[src/rtl/bram_copy_ctrl.sv]
`default_nettype none
// ============================================================================
//  Module   : bram_copy_ctrl
//  Function : Copies a block of words inside one true dual-port BRAM.
//             Port 0 reads the source region, port 1 writes the destination
//             region one cycle later. Addresses wrap modulo MEM_SIZE.
//  Revision : 1.0 - initial release
// ============================================================================
module bram_copy_ctrl #(
  parameter int DWIDTH   = 32,
  parameter int AWIDTH   = 7,
  parameter int MEM_SIZE = 100
) (
  input  logic              clk,
  input  logic              rst_n,
  input  logic              start_i,
  input  logic [AWIDTH-1:0] src_i,
  input  logic [AWIDTH-1:0] dst_i,
  input  logic [AWIDTH:0]   len_i,
  output logic              idle_o,
  output logic              run_o,
  output logic              done_o,
  output logic [AWIDTH-1:0] addr0_o,
  output logic              ce0_o,
  output logic              we0_o,
  input  logic [DWIDTH-1:0] q0_i,
  output logic [AWIDTH-1:0] addr1_o,
  output logic              ce1_o,
  output logic              we1_o,
  output logic [DWIDTH-1:0] d1_o
);

  localparam logic [AWIDTH:0] MEM_LIM = (AWIDTH+1)'(MEM_SIZE);
  localparam logic [AWIDTH:0] CNT_ONE = (AWIDTH+1)'(1);

  typedef enum logic [1:0] {
    IDLE = 2'd0,
    RUN  = 2'd1,
    DONE = 2'd2
  } state_t;

  state_t            state;
  state_t            state_nxt;
  logic [AWIDTH-1:0] src;
  logic [AWIDTH-1:0] dst;
  logic [AWIDTH:0]   len;
  logic [AWIDTH:0]   rd_cnt;
  logic [AWIDTH:0]   wr_cnt;
  logic              wr_vld;
  logic              rd_en;
  logic [AWIDTH:0]   len_clamped;

  // base + offset folded back into 0..MEM_SIZE-1; one subtraction suffices
  // because both operands are below MEM_SIZE+1.
  function automatic logic [AWIDTH-1:0] wrap_add(input logic [AWIDTH-1:0] base,
                                                 input logic [AWIDTH:0]   cnt);
    logic [AWIDTH:0] sum;
    sum = {1'b0, base} + cnt;
    if (sum >= MEM_LIM) begin
      sum = sum - MEM_LIM;
    end
    return AWIDTH'(sum);
  endfunction

  assign len_clamped = (len_i > MEM_LIM) ? MEM_LIM : len_i;

  // State register; reset drops straight to IDLE, aborting any copy.
  always_ff @(posedge clk or negedge rst_n) begin
    if (!rst_n) begin
      state <= IDLE;
    end else begin
      state <= state_nxt;
    end
  end

  // Next-state decode and read-enable generation.
  always_comb begin
    state_nxt = state;
    rd_en     = 1'b0;
    case (state)
      IDLE: begin
        if (start_i) begin
          state_nxt = (len_i == '0) ? DONE : RUN;
        end
      end
      RUN: begin
        rd_en = (rd_cnt < len);
        // Leave in the cycle the final write is presented to port 1.
        if (wr_vld && (wr_cnt == len - CNT_ONE)) begin
          state_nxt = DONE;
        end
      end
      DONE: begin
        state_nxt = IDLE;
      end
      default: begin
        state_nxt = IDLE;
      end
    endcase
  end

  // Config latch, read/write counters and the one-cycle read-latency pipe.
  always_ff @(posedge clk or negedge rst_n) begin
    if (!rst_n) begin
      src    <= '0;
      dst    <= '0;
      len    <= '0;
      rd_cnt <= '0;
      wr_cnt <= '0;
      wr_vld <= 1'b0;
    end else begin
      wr_vld <= rd_en;
      case (state)
        IDLE: begin
          if (start_i) begin
            src    <= src_i;
            dst    <= dst_i;
            len    <= len_clamped;
            rd_cnt <= '0;
            wr_cnt <= '0;
          end
        end
        RUN: begin
          if (rd_en) begin
            rd_cnt <= rd_cnt + CNT_ONE;
          end
          if (wr_vld) begin
            wr_cnt <= wr_cnt + CNT_ONE;
          end
        end
        default: begin
          rd_cnt <= '0;
          wr_cnt <= '0;
        end
      endcase
    end
  end

  assign idle_o  = (state == IDLE);
  assign run_o   = (state == RUN);
  assign done_o  = (state == DONE);

  assign ce0_o   = rd_en;
  assign we0_o   = 1'b0;
  assign addr0_o = wrap_add(src, rd_cnt);

  // Write data is the BRAM read data passed straight through; held at zero
  // outside write cycles so the port is quiet when idle.
  assign ce1_o   = wr_vld;
  assign we1_o   = wr_vld;
  assign addr1_o = wrap_add(dst, wr_cnt);
  assign d1_o    = wr_vld ? q0_i : '0;

endmodule
`default_nettype wire

[config.mk]
export PLATFORM = sky130hd
export DESIGN_NAME = bram_copy_ctrl
export DESIGN_NICKNAME = d
export VERILOG_FILES = /design/src/rtl/bram_copy_ctrl.sv
export SDC_FILE = /design/constraint.sdc
export NUM_CORES = 1
export LEC_CHECK = 0
export ABC_AREA = 1
export CORE_MARGIN = 2
export CORE_UTILIZATION = 35
export CTS_BUF_LIST = sky130_fd_sc_hd__clkbuf_4
export CTS_CLUSTER_DIAMETER = 40
export DETAILED_ROUTE_END_ITERATION = 8
export GPL_ROUTABILITY_DRIVEN = 0
export PLACE_DENSITY_LB_ADDON = 0.15
export SYNTH_ARGS = -nofsm -noshare
export SYNTH_HDL_FRONTEND = slang
export SYNTH_SLANG_ARGS = --single-unit
[constraint.sdc]
create_clock -name clk -period 2.9 [get_ports clk]
set_input_delay 0.58 -clock clk [delete_from_list [all_inputs] [get_ports clk]]
set_output_delay 0.58 -clock clk [all_outputs]
set_load 0.01 [all_outputs]
Yosys cells after proc, flatten, opt, wreduce, memory -nomap -nowiden
Cells that the tools add are included.
{"block": "op_classes", "addsub": 7, "mul": 0, "div": 0, "order_cmp": 4, "eq_ne": 7, "shift": 0, "mux": 14, "n_bitwise": 0, "n_reduce_logical": 7}
{"operator": "$mux W32", "count": 1}
{"operator": "$mux W8", "count": 4}
{"operator": "$pmux W8 S2", "count": 2}
{"operator": "$add A7 B8 Y8", "count": 2}
{"operator": "$add A8 B1 Y8 const B", "count": 2}
{"operator": "$ge A8 B7 Y1 const B", "count": 2}
{"operator": "$mux W7", "count": 2}
{"operator": "$sub A7 B7 Y7 const B", "count": 2}
{"operator": "$eq A8 B8 Y1", "count": 1}
{"operator": "$gt A8 B7 Y1 const B", "count": 1}
{"operator": "$logic_not A8 Y1", "count": 1}
{"operator": "$lt A8 B8 Y1", "count": 1}
{"operator": "$reduce_and A2 Y1", "count": 4}
{"operator": "$sub A8 B1 Y8 const B", "count": 1}
{"operator": "$mux W2", "count": 3}
{"operator": "$ne A2 B1 Y1 const B", "count": 3}
{"operator": "$pmux W2 S2", "count": 1}
{"operator": "$eq A2 B1 Y1 const B", "count": 1}
{"operator": "$eq A2 B2 Y1 const B", "count": 1}
{"operator": "$logic_not A2 Y1", "count": 1}
{"operator": "$ne A2 B2 Y1 const B", "count": 1}
{"operator": "$logic_and A1 B1 Y1", "count": 1}
{"operator": "$mux W1", "count": 1}
{"block": "word_totals", "ff_bits": 41, "latchBits": 0, "mem_bits_rw": 0, "romBits": 0, "mem_count": 0}

Depth between registers and ports, before layout
{"block": "depth", "ltp_word": 5, "depth_mapped": 14, "depth_no_buf": 14}

Worst setup path after synthesis
Ideal clock, no wire load.
{"block": "synth_timing", "path_type": "flip-flop to output port", "from": "reg rd_cnt[0]", "to": "out addr0_o[5]", "arrival_ns": 2.075, "slack_ns": 0.245, "path_stages_with_launch": 13, "path_buffers": 0, "path_cell_list": "dfrtp_1 ha_1 fa_1 xor2_1 inv_1 ha_1 nand3_1 nand3_2 nand2_2 nand2_4 nand2_4 nand2_1 nand2_1"}
{"block": "synth_between", "elab_chain_cells": 3, "elab_cells_between_ends": 4}
{"item": "start: declaration", "line_no": "47", "source": "logic [AWIDTH:0] rd_cnt;"}
{"item": "start signal: assignment", "line_no": "125", "source": "rd_cnt <= rd_cnt + CNT_ONE;"}
{"item": "$add A7 B8 Y8 (*)", "line_no": "58", "source": "sum = {1'b0, base} + cnt;"}
{"item": "$sub A7 B7 Y7 or $ge A8 B7 Y1 (tied branches)", "line_no": "60, 59"}
{"item": "$mux W7 (*)", "line_no": "59", "source": "if (sum >= MEM_LIM) begin"}
{"item": "end: declaration", "line_no": "23", "source": "output logic [AWIDTH-1:0] addr0_o,"}
Every way passes the cells marked *; elsewhere a longest branch is shown, timed or not.

Final worst setup path
{"block": "layout_timing", "from": "reg wr_cnt[0]", "to": "out addr1_o[4]"}
{"block": "layout_between", "elab_chain_cells": 3, "elab_cells_between_ends": 4}
{"item": "start: declaration", "line_no": "48", "source": "logic [AWIDTH:0] wr_cnt;"}
{"item": "start signal: assignment", "line_no": "128", "source": "wr_cnt <= wr_cnt + CNT_ONE;"}
{"item": "$add A7 B8 Y8 (*)", "line_no": "58"}
{"item": "$sub A7 B7 Y7 or $ge A8 B7 Y1 (tied branches)", "line_no": "60, 59"}
{"item": "$mux W7 (*)", "line_no": "59"}
{"item": "end: declaration", "line_no": "27", "source": "output logic [AWIDTH-1:0] addr1_o,"}
Marks and branches as above.

==> impl_metrics.json <==
{
  "portBuffers": 108,
  "violation_count_after_the_first_detailed_route_iteration": 130,
  "detail_route.first_pass.iterations": 4,
  "drv.max_cap_violation_count": 0,
  "antenna_found_initial": 0,
  "outcome": "finished, violations left",
  "start_util_pct": 36.0,
  "clock-skew-final_ns": 0.0105,
  "reg2regPathDepth": 9,
  "ys_seq_area_share_pct": 27.8,
  "numClockSinks": 41,
  "viasPerCell": 4.57,
  "core_region_area_um2": 10300,
  "critPathRequiredTime_ns": 2.32,
  "track_usage_pct": 17.4,
  "clkSlewWorstSetupHoldPaths_ns": 0.13,
  "pwr_density_cell_nw_per_um2": 938,
  "post-route-cell-area_um2": 5580,
  "synthMuxAreaShare_pct": 0,
  "reg2reg_from": "rd_cnt[5]",
  "combPwrFrac_pct": 75.5,
  "leakage_nw": 2.98,
  "synth.distinct_cells": 37,
  "die_h_um": 107,
  "worst_slack_ns": -0.165,
  "rsz0062_at_grt": "true",
  "cts_buffer_depth": 2,
  "cts_max_level": 2,
  "share_seq_of_total_power_pct": 17.4,
  "grtUsageMet3_pct": 2.55,
  "critPathMostFrequentCell": "sky130_fd_sc_hd__nand2_2",
  "gr_peak_layer": "met2",
  "synth.avg_cell_area_um2": 6.69,
  "cell_internal_pwr_mw": 2.84,
  "worst_hold_path_type": "input port to async pin",
  "vdd_drop_max_mv": 0.653,
  "switching_power_mw": 2.39,
  "post_synth_xor_area_fraction_pct": 4.98,
  "number_of_global_route_vias_before_repair": 3639,
  "ant_diodes": 0,
  "cts_made_buffers": 5,
  "count_of_flip_flops_with_a_built_in_enable_after_synthesis": 0,
  "synth-main-ff-cell": "sky130_fd_sc_hd__dfrtp_1",
  "worstPathCellList": "ha_2 > inv_2 > fa_2 > xnor2_2 > buf_4 > ha_4 > nand2_2 > nand2_2 > o211ai_4 > nand2_2 > nand2_1 > nand2_1 > buf_2",
  "dieWidth_um": 107,
  "fmax_mhz": 326,
  "setup.worst_path.class": "flop to primary output",
  "met1_usage_pct": 20.8,
  "synthSimpleGateAreaFrac_pct": 38.5,
  "clockRootBuffer": "sky130_fd_sc_hd__clkbuf_4",
  "main_combinational_cell_family_by_area_after_synthesis": "simple AND/OR/NAND/NOR gates",
  "synth_nets": 639,
  "async_reset_ff_share_pct": 100,
  "routedWlPerCell_um": 11.7,
  "r2r-end": "rd_cnt[6]",
  "worst_setup_path_start_kind": "flop",
  "num_rows": 37,
  "slew_headroom_pct": 38.4,
  "slew_violations": 0,
  "areaGrowthSynthToFinish_pct": 51.0,
  "violations": "setup timing",
  "mappedNetlistArea_um2": 3690,
  "grt_start_max_net_pins": 42,
  "post_place_instance_area_um2": 5170,
  "final.fill_count": 993,
  "die_area_um2": 11400,
  "synth_warnings": 0,
  "drive_above_1_share_pct": 21.7,
  "endpoint_kind": "primary output",
  "finalNetCount": 799,
  "cpMaxStageDelayCell": "sky130_fd_sc_hd__dfrtp_1",
  "cts_tree": "yes",
  "drc": 0,
  "setup_slack_of_the_most_critical_reg_to_reg_path_ns": 1.04,
  "synth-compound-area-share_pct": 6.47,
  "synth_adder_area_share_pct": 10.6,
  "power_mw": 5.23,
  "detail_route_antenna_nets": 0,
  "grt_util_met2_pct": 32.9,
  "period_minus_slack_ns": 3.06,
  "layout_worst_path_cycle_share_pct": 106,
  "vias": 3878,
  "grt_first_pass_wirelength_mm": 16.3,
  "tightestPinTransition_ns": 0.924,
  "hpwlAfterDp_mm": 7.81,
  "postSynthRegisterBits": 41,
  "io_pins": 110,
  "switching_share_pct": 45.7,
  "clock_power_share_pct": 7.1,
  "setup_viol_count_final": 10,
  "critical_path_peak_fanout": 4,
  "finalWirelength_mm": 9.97,
  "clk_latency_ns": 0.36,
  "critical_path_arrival_ns": 2.48,
  "cts_hold_buf": 0,
  "final-hold-violation-count": 0,
  "global_route.overflow_total": 0,
  "syn-instance-count": 552,
  "critical-path-max-stage-delay_ns": 0.38
}
[flip-flops by register name (all words and copies together), names as in the netlist]
register  flops
src           7
state         2
wr_cnt        8
ce1_o         1
rd_cnt        8
dst           7
len           8
[metrics by stage]
step	setup slack (ns)	cells	TNS, ns	utilization (%)	hold WS (ns)
6_report	-0.165	849	-1.07	54.3	0.349
5_1_grt	-0.316	849	-2.70	54.3	0.409
4_1_cts	-0.165	841	-1.37	52.3	0.381
3_5_place_dp	-0.292	822	-2.37	50.3	0.468
3_3_place_gp	-0.231	822	-1.92	50.3	0.463
2_1_floorplan	0.245	552	0	-	0.284
[worst max-delay path by stage]
stage,startpoint,to,slack (ns),depth (start not counted)
2_1_floorplan,rd_cnt[0],addr0_o[5],0.25,12
3_3_place_gp,src[0],addr0_o[5],-0.23,13
3_5_place_dp,src[0],addr0_o[2],-0.29,13
4_1_cts,rd_cnt[0],addr0_o[2],-0.17,13
5_1_grt,dst[0],addr1_o[4],-0.32,13
6_report,wr_cnt[0],addr1_o[4],-0.16,13
[Yosys cell counts (7+ instances only)]
| cell | count | share of area (%) |
|---|---|---|
| sky130_fd_sc_hd__nor2_1 | 31 | 3.1 |
| sky130_fd_sc_hd__dfrtp_1 | 41 | 28 |
| sky130_fd_sc_hd__inv_1 | 92 | 9.3 |
| sky130_fd_sc_hd__nand3_1 | 47 | 6.4 |
| sky130_fd_sc_hd__ha_1 | 28 | 9.5 |
| sky130_fd_sc_hd__a21oi_1 | 11 | 1.5 |
| sky130_fd_sc_hd__xnor2_1 | 8 | 1.9 |
| sky130_fd_sc_hd__nand2_1 | 182 | 18 |
| sky130_fd_sc_hd__nand4_1 | 9 | 1.5 |
| sky130_fd_sc_hd__nand2_2 | 10 | 1.7 |
| sky130_fd_sc_hd__xor2_1 | 13 | 3.1 |
| sky130_fd_sc_hd__inv_2 | 7 | 0.71 |
| sky130_fd_sc_hd__o21ai_1 | 7 | 0.95 |
| sky130_fd_sc_hd__o21ai_0 | 11 | 1.5 |
[per-layer routing]
layer	wire (um)	vias to the layer above	part of all wire [%]
li1	-	2035	-
met4	87	0	0.87
met2	5290	72	53
met1	4230	1763	42
met5	0	-	0
met3	349	8	3.5
[critical path: cells and delay by family, from the launching register on]
family	cells	cell delay, ns
fa+ha+maj	3	0.70
flops	1	0.38
simple gates	5	0.36
buf+inv	3	0.31
compound gates	1	0.23
xor+xnor	1	0.15
[area by class of cell]
cell class / instances / area (um2) / share of cell area (%)
repair buffers: 165 / 1480 / 26.6
clock buffers: 5 / 37.5 / 0.673
inverters: 99 / 372 / 6.66
multi-input cells: 400 / 2450 / 43.9
well taps: 136 / 170 / 3.05
clock inverters: 3 / 41.3 / 0.740
flip-flops and latches: 41 / 1030 / 18.4
[cell families (layout without fill, tap and decap cells)]
group                      Yosys count  in the layout
buffers and inverters              111            272
other                                1              1
AOI/OAI and AO/OA                   39             39
DFF                                 41             41
xor gates and xnor gates            21             21
adders and majority gates           30             30
and+or+nand+nor                    309            309
[power groups by stage]
stage               Combinational [mW]  Clock (mW)  Sequential [mW]
floorplan                         2.06           0            0.902
CTS                               3.69       0.385            0.906
finish                            3.95       0.373            0.912
global placement                  3.52           0            0.910
global route                      4.40       0.413            0.934
detailed placement                3.57           0            0.913
[placed cells by master, fill, tap and decap left out, types with 5 or more instances in the layout]
master / count
sky130_fd_sc_hd__clkbuf_4: 5
sky130_fd_sc_hd__ha_4: 5
sky130_fd_sc_hd__clkdlybuf4s50_1: 96
sky130_fd_sc_hd__buf_6: 7
sky130_fd_sc_hd__nand3_2: 9
sky130_fd_sc_hd__nand2_2: 21
sky130_fd_sc_hd__xor2_1: 12
sky130_fd_sc_hd__dfrtp_1: 40
sky130_fd_sc_hd__a21oi_2: 5
sky130_fd_sc_hd__a21oi_1: 10
sky130_fd_sc_hd__buf_2: 10
sky130_fd_sc_hd__nor2_1: 29
sky130_fd_sc_hd__xnor2_1: 6
sky130_fd_sc_hd__nand3_1: 40
sky130_fd_sc_hd__o21ai_0: 11
sky130_fd_sc_hd__inv_1: 87
sky130_fd_sc_hd__ha_1: 19
sky130_fd_sc_hd__buf_4: 51
sky130_fd_sc_hd__or2_1: 5
sky130_fd_sc_hd__o21ai_1: 7
sky130_fd_sc_hd__nand2_1: 171
sky130_fd_sc_hd__inv_2: 12
sky130_fd_sc_hd__nand4_1: 9
[timing repair]
| item | CTS | global route |
|---|---|---|
| setup buffers | 11 | 8 |
| resized for setup | 64 | 32 |
| setup endpoints to repair | 11 | 10 |
| pin swaps | 16 | 22 |
(Power assumes the default switching activity.)
==> RTL edit 1, RTL diff (same flow settings) <==
Re-encode `state_t` (3 states) as one-hot, 3 bits wide.
--- a/src/rtl/bram_copy_ctrl.sv
+++ b/src/rtl/bram_copy_ctrl.sv
@@ -33,10 +33,10 @@
   localparam logic [AWIDTH:0] MEM_LIM = (AWIDTH+1)'(MEM_SIZE);
   localparam logic [AWIDTH:0] CNT_ONE = (AWIDTH+1)'(1);
 
-  typedef enum logic [1:0] {
-    IDLE = 2'd0,
-    RUN  = 2'd1,
-    DONE = 2'd2
+  typedef enum logic [2:0] {
+    IDLE = 3'b001,
+    RUN  = 3'b010,
+    DONE = 3'b100
   } state_t;
 
   state_t            state;
Behaviour: no difference found for any inputs over 10 cycles, from zero or initial values and one cycle with rst_n low; not proved beyond that.
==> RTL edit 1 against the original RTL <==
- the flow still finishes with violations (setup timing)
- area after synthesis is 3.0% higher
- worst hold slack better by 0.015 ns
- setup slack worse by 0.091 ns
- total power is 19% lower
- sequential power is 0.9% lower
- routed wire length is 11% higher
- critical path depth stayed put
- final area is 0.18% higher
- sequential cell count is 1 higher
- critical path type unchanged
==> RTL edit 1: results (changes against the original RTL) <==
power_and_ir_drop:
  pg_seq_mw: 0.904  # was 0.912 mW
  ir_worst_vdd_v: 0.000484  # was 0.000653 V
  total_power_mw: 4.21  # was 5.23 mW
  p_leak_nw: 3.02  # was 2.98 nW
  p_int_mw: 2.23  # was 2.84 mW
drt:
  wirelength_mm: 11.0  # was 9.97 mm
  via_count: 4114  # was 3,878
  drt_iter0_drc: 142  # was 130
synthesis:
  ys_seq_area_share_pct: 27.7  # was 27.8%
  synth.distinct_cells: 42  # was 37
  synth.top_cells.by_count: "nand2_1, inv_1, nand3_1, dfrtp_1, nor2_1"  # unchanged
  synthTopCellsByArea: "dfrtp_1, nand2_1, ha_1"  # unchanged
  synthesis.nets: 674  # was 639
grt:
  grt_pass1_vias: 3946  # was 3,639
  track_usage_pct: 19.0  # was 17.4%
  grt_max_degree: 43  # was 42
  grt_pass1_wl_mm: 18.1  # was 16.3 mm
place:
  hpwl_mm: 8.58  # was 7.81 mm
  place_ws_ns: -0.200  # was -0.292 ns
cells_and_area:
  drive_gt1_share_pct: 18.8  # was 21.7%
  num-nets-final: 827  # was 799
  filler_cell_count: 1092  # was 993
sta:
  skew_ns: 0.00702  # was 0.0105 ns
  max_slew_margin_pct: 35.1  # was 38.4%
  setup_viol: 9  # was 10
  fin_tns_setup_ns: -1.36  # was -1.07 ns
  hold-worst-slack_ns: 0.363  # was 0.349 ns
  worst_slack_ns: -0.256  # was -0.165 ns
outcome:
  violations: "setup timing"  # unchanged
  status: "complete, but fails checks"  # unchanged
critical_path:
  crit_fanout: 3  # was 4
  endpoint: "addr0_o[3]"  # was addr1_o[4]
  crit_start: "src[0]"  # was wr_cnt[0]
  r2r_cells: 8  # was 9
  r2r_end: "rd_cnt[1]"  # was rd_cnt[6]
hold_path:
  hold_path.class: "in -> async"  # unchanged
## RTL edit 1: cell types whose count changed after synthesis, moves of 3 or more
cell,change
nand2_1,+30
nand4_1,+6
nand2_2,-5
nor2_1,+5
nand3_1,+4
or2_1,-4
xor2_1,-4
a21oi_1,+3
a21oi_2,-3
nand3_2,-3
nor3_1,+3
## RTL edit 1: logic make-up after synthesis
| kind of cell | synth area share [%] |
|---|---|
| adders and majority gates | 10.3 |
| xor gates and xnor gates | 3.45 |
| DFF | 27.7 |
| and+or+nand+nor | 40.3 |
| AOI/OAI and AO/OA | 6.61 |
| buffers and inverters | 11.6 |
| other | 0.0986 |
## RTL edit 1: final cells by class
class	instances	area share, %
tap	140	3.13
inverter	101	6.87
timing repair buffer	157	25.2
clock buffer	5	0.672
sequential	42	18.8
clock inverter	3	0.717
multi-input combinational	433	44.6
## RTL edit 1: through the flow
step	area (sq um)	utilization [%]	cells
CTS	5480	51.0	879
finish	5590	52.0	881
floorplan	3800	-	587
global route	5590	52.0	881
global placement	5270	49.0	860
detailed placement	5270	49.0	860
## RTL edit 1: critical path, cell delays in order (launching register included)
cell and delay, ns:
dfrtp_1 0.38, ha_2 0.19, inv_2 0.04, fa_2 0.37
xnor2_2 0.16, buf_4 0.15, ha_4 0.15, nand2_2 0.06
nand2_2 0.06, o211ai_4 0.24, buf_6 0.14, nand3b_1 0.09
nand2_1 0.08, buf_2 0.12
## RTL edit 1: timing repair
item,CTS,global route
resized for setup,64,26
cloned,0,0
setup endpoints to repair,11,11
buffers inserted,11,3
pin swaps,21,15
## RTL edit 1: metal layers
layer  vias to the layer above  global-route usage (%)  part of all wire [%]
li1                       2141                       -                     -
met2                        61                    33.2                    50
met5                         -                       0                     0
met1                      1897                    25.5                    46
met4                         0                    3.48                   1.3
met3                        15                    2.29                   2.8
==> RTL edit 2, RTL diff (config.mk and constraints unchanged) <==
Made on the original files. The parameter `DWIDTH` goes from 32 to 16.
--- a/src/rtl/bram_copy_ctrl.sv
+++ b/src/rtl/bram_copy_ctrl.sv
@@ -7,7 +7,7 @@
 //  Revision : 1.0 - initial release
 // ============================================================================
 module bram_copy_ctrl #(
-  parameter int DWIDTH   = 32,
+  parameter int DWIDTH   = 16,
   parameter int AWIDTH   = 7,
   parameter int MEM_SIZE = 100
 ) (
Interface: changed (resized d1_o and q0_i); port bits go from 110 to 78. The function was not compared with the original's and may differ.
==> RTL edit 2 against the original RTL <==
- the flow still finishes with violations (setup timing)
- critical path type unchanged
- total power down 7.4%
- routed wire length decreased by 4.8%
- synthesized cell count shrank 5.3%
- final area decreased by 7.7%
- core utilization down 2.1 points
- largest power group unchanged
- sequential cell count did not move
- area after synthesis is 2.9% lower
- critical endpoint is now addr0_o[5]
- setup slack gained 0.020 ns
==> RTL edit 2: results (changes against the original RTL) <==
outcome:
  status: "complete, but fails checks"  # unchanged
  violations: "setup timing"  # unchanged
grt:
  track_usage_pct: 17.3  # was 17.4%
  met1_usage_pct: 23.4  # was 20.8%
  grt_pass1_vias: 3452  # was 3,639
  grt_use_met3_pct: 3.40  # was 2.55%
  grt_pass1_wl_mm: 15.8  # was 16.3 mm
  met2_usage_pct: 28.6  # was 32.9%
synthesis:
  synth_xor_area_share_pct: 4.88  # was 4.98%
  synth.top_cells.by_count: "nand2_1, inv_1, dfrtp_1, nand3_1, nor2_1"  # was nand2_1, inv_1, nand3_1, dfrtp_1, nor2_1
  synthTopCellsByArea: "dfrtp_1, nand2_1, ha_1"  # unchanged
  yosys.area_share.adder_pct: 10.9  # was 10.6%
  ys_seq_area_share_pct: 28.6  # was 27.8%
  synthesis.nets: 594  # was 639
  synth_area_per_cell_sq_um: 6.86  # was 6.69 sq um
  synth_compound_area_share_pct: 7.92  # was 6.47%
critical_path:
  cp.arrival_ns: 2.47
  crit_path_top_delay_cell: "dfrtp_1"  # unchanged
  endpoint: "addr0_o[5]"  # was addr1_o[4]
  r2r_cells: 11  # was 9
  crit_fanout: 3  # was 4
  reg2reg_from: "rd_cnt[1]"  # was rd_cnt[5]
  critPathMaxStageDelay_ns: 0.41  # was 0.38 ns
cells_and_area:
  n_clock_buffer: 6  # was 5
  n_all_inverters: 83  # was 99
  num-multi-input-gates: 390  # was 400
  drive_gt1_share_pct: 23.1  # was 21.7%
  stdcell_count: 782  # was 849
  n_sequential_cell: 41  # unchanged
  n_all_buffers: 127  # was 165
  utilization_pct: 52.2  # was 54.3%
  filler_cell_count: 955  # was 993
  clock_area_share_pct: 1.53  # was 1.41%
  num-nets-final: 719  # was 799
  multi_input_area_sq_um: 2440  # was 2450 sq um
  seq_area_share_pct: 19.9  # was 18.4%
power_and_ir_drop:
  p_sw_share_pct: 45.9  # was 45.7%
  p_sw_mw: 2.22  # was 2.39 mW
  p_leak_nw: 2.64  # was 2.98 nW
  p_comb_share_pct: 72.8  # was 75.5%
  power_frac_clock_pct: 7.9  # was 7.1%
place:
  hpwl_mm: 7.26  # was 7.81 mm
  place_inst: 758  # was 822
  place_ws_ns: -0.231  # was -0.292 ns
  port-buffer-count: 76  # was 108
  dpl_cell_area_sq_um: 4720  # was 5170 sq um
drt:
  met1_length_mm: 4.59  # was 4.23 mm
  drt_iter0_drc: 145  # was 130
  wl_met3_um: 426  # was 349 um
  wl_met2_mm: 4.33  # was 5.29 mm
  vias_per_cell: 4.68  # was 4.57
sta:
  worst_slack_ns: -0.145  # was -0.165 ns
  skew_ns: 0.0105  # about the same
  setup_viol: 9  # was 10
  fin_tns_setup_ns: -0.776  # was -1.07 ns
clock_network:
  cts_tree: "done"  # unchanged
floorplan:
  core_sq_um: 9860  # was 10,300 sq um
==> RTL edit 2: cell types whose count changed in the layout (fill, tap and decap cells not counted), sizes merged, moves of 2 or more <==
cell	before	now
or2	5	2
buf	68	62
nand2	194	186
nand3	52	39
clkdlybuf4s50	96	64
xor2	13	9
xnor2	8	11
nor2	37	39
nand4	10	12
nor4	2	4
o21a	2	4
inv	99	83
nand3b	3	5
o21ai	18	23
==> RTL edit 2: repair_timing <==
item	CTS	global route
pin swaps	20	26
endpoints found under the setup margin	11	10
setup buffers	10	6
gates cloned	0	0
resized for setup	79	20
==> RTL edit 2: worst min-delay path by stage <==
stage                       from      to  slack (ns)  depth (start not counted)
after detailed placement  src[0]  src[0]        0.47                          2
after CTS                  rst_n  src[3]        0.37                          1
after global routing       rst_n  src[3]        0.39                          1
after floorplan            rst_n   ce1_o        0.28                          0
final                      rst_n  src[3]        0.34                          1
after global placement    src[2]  src[2]        0.46                          2
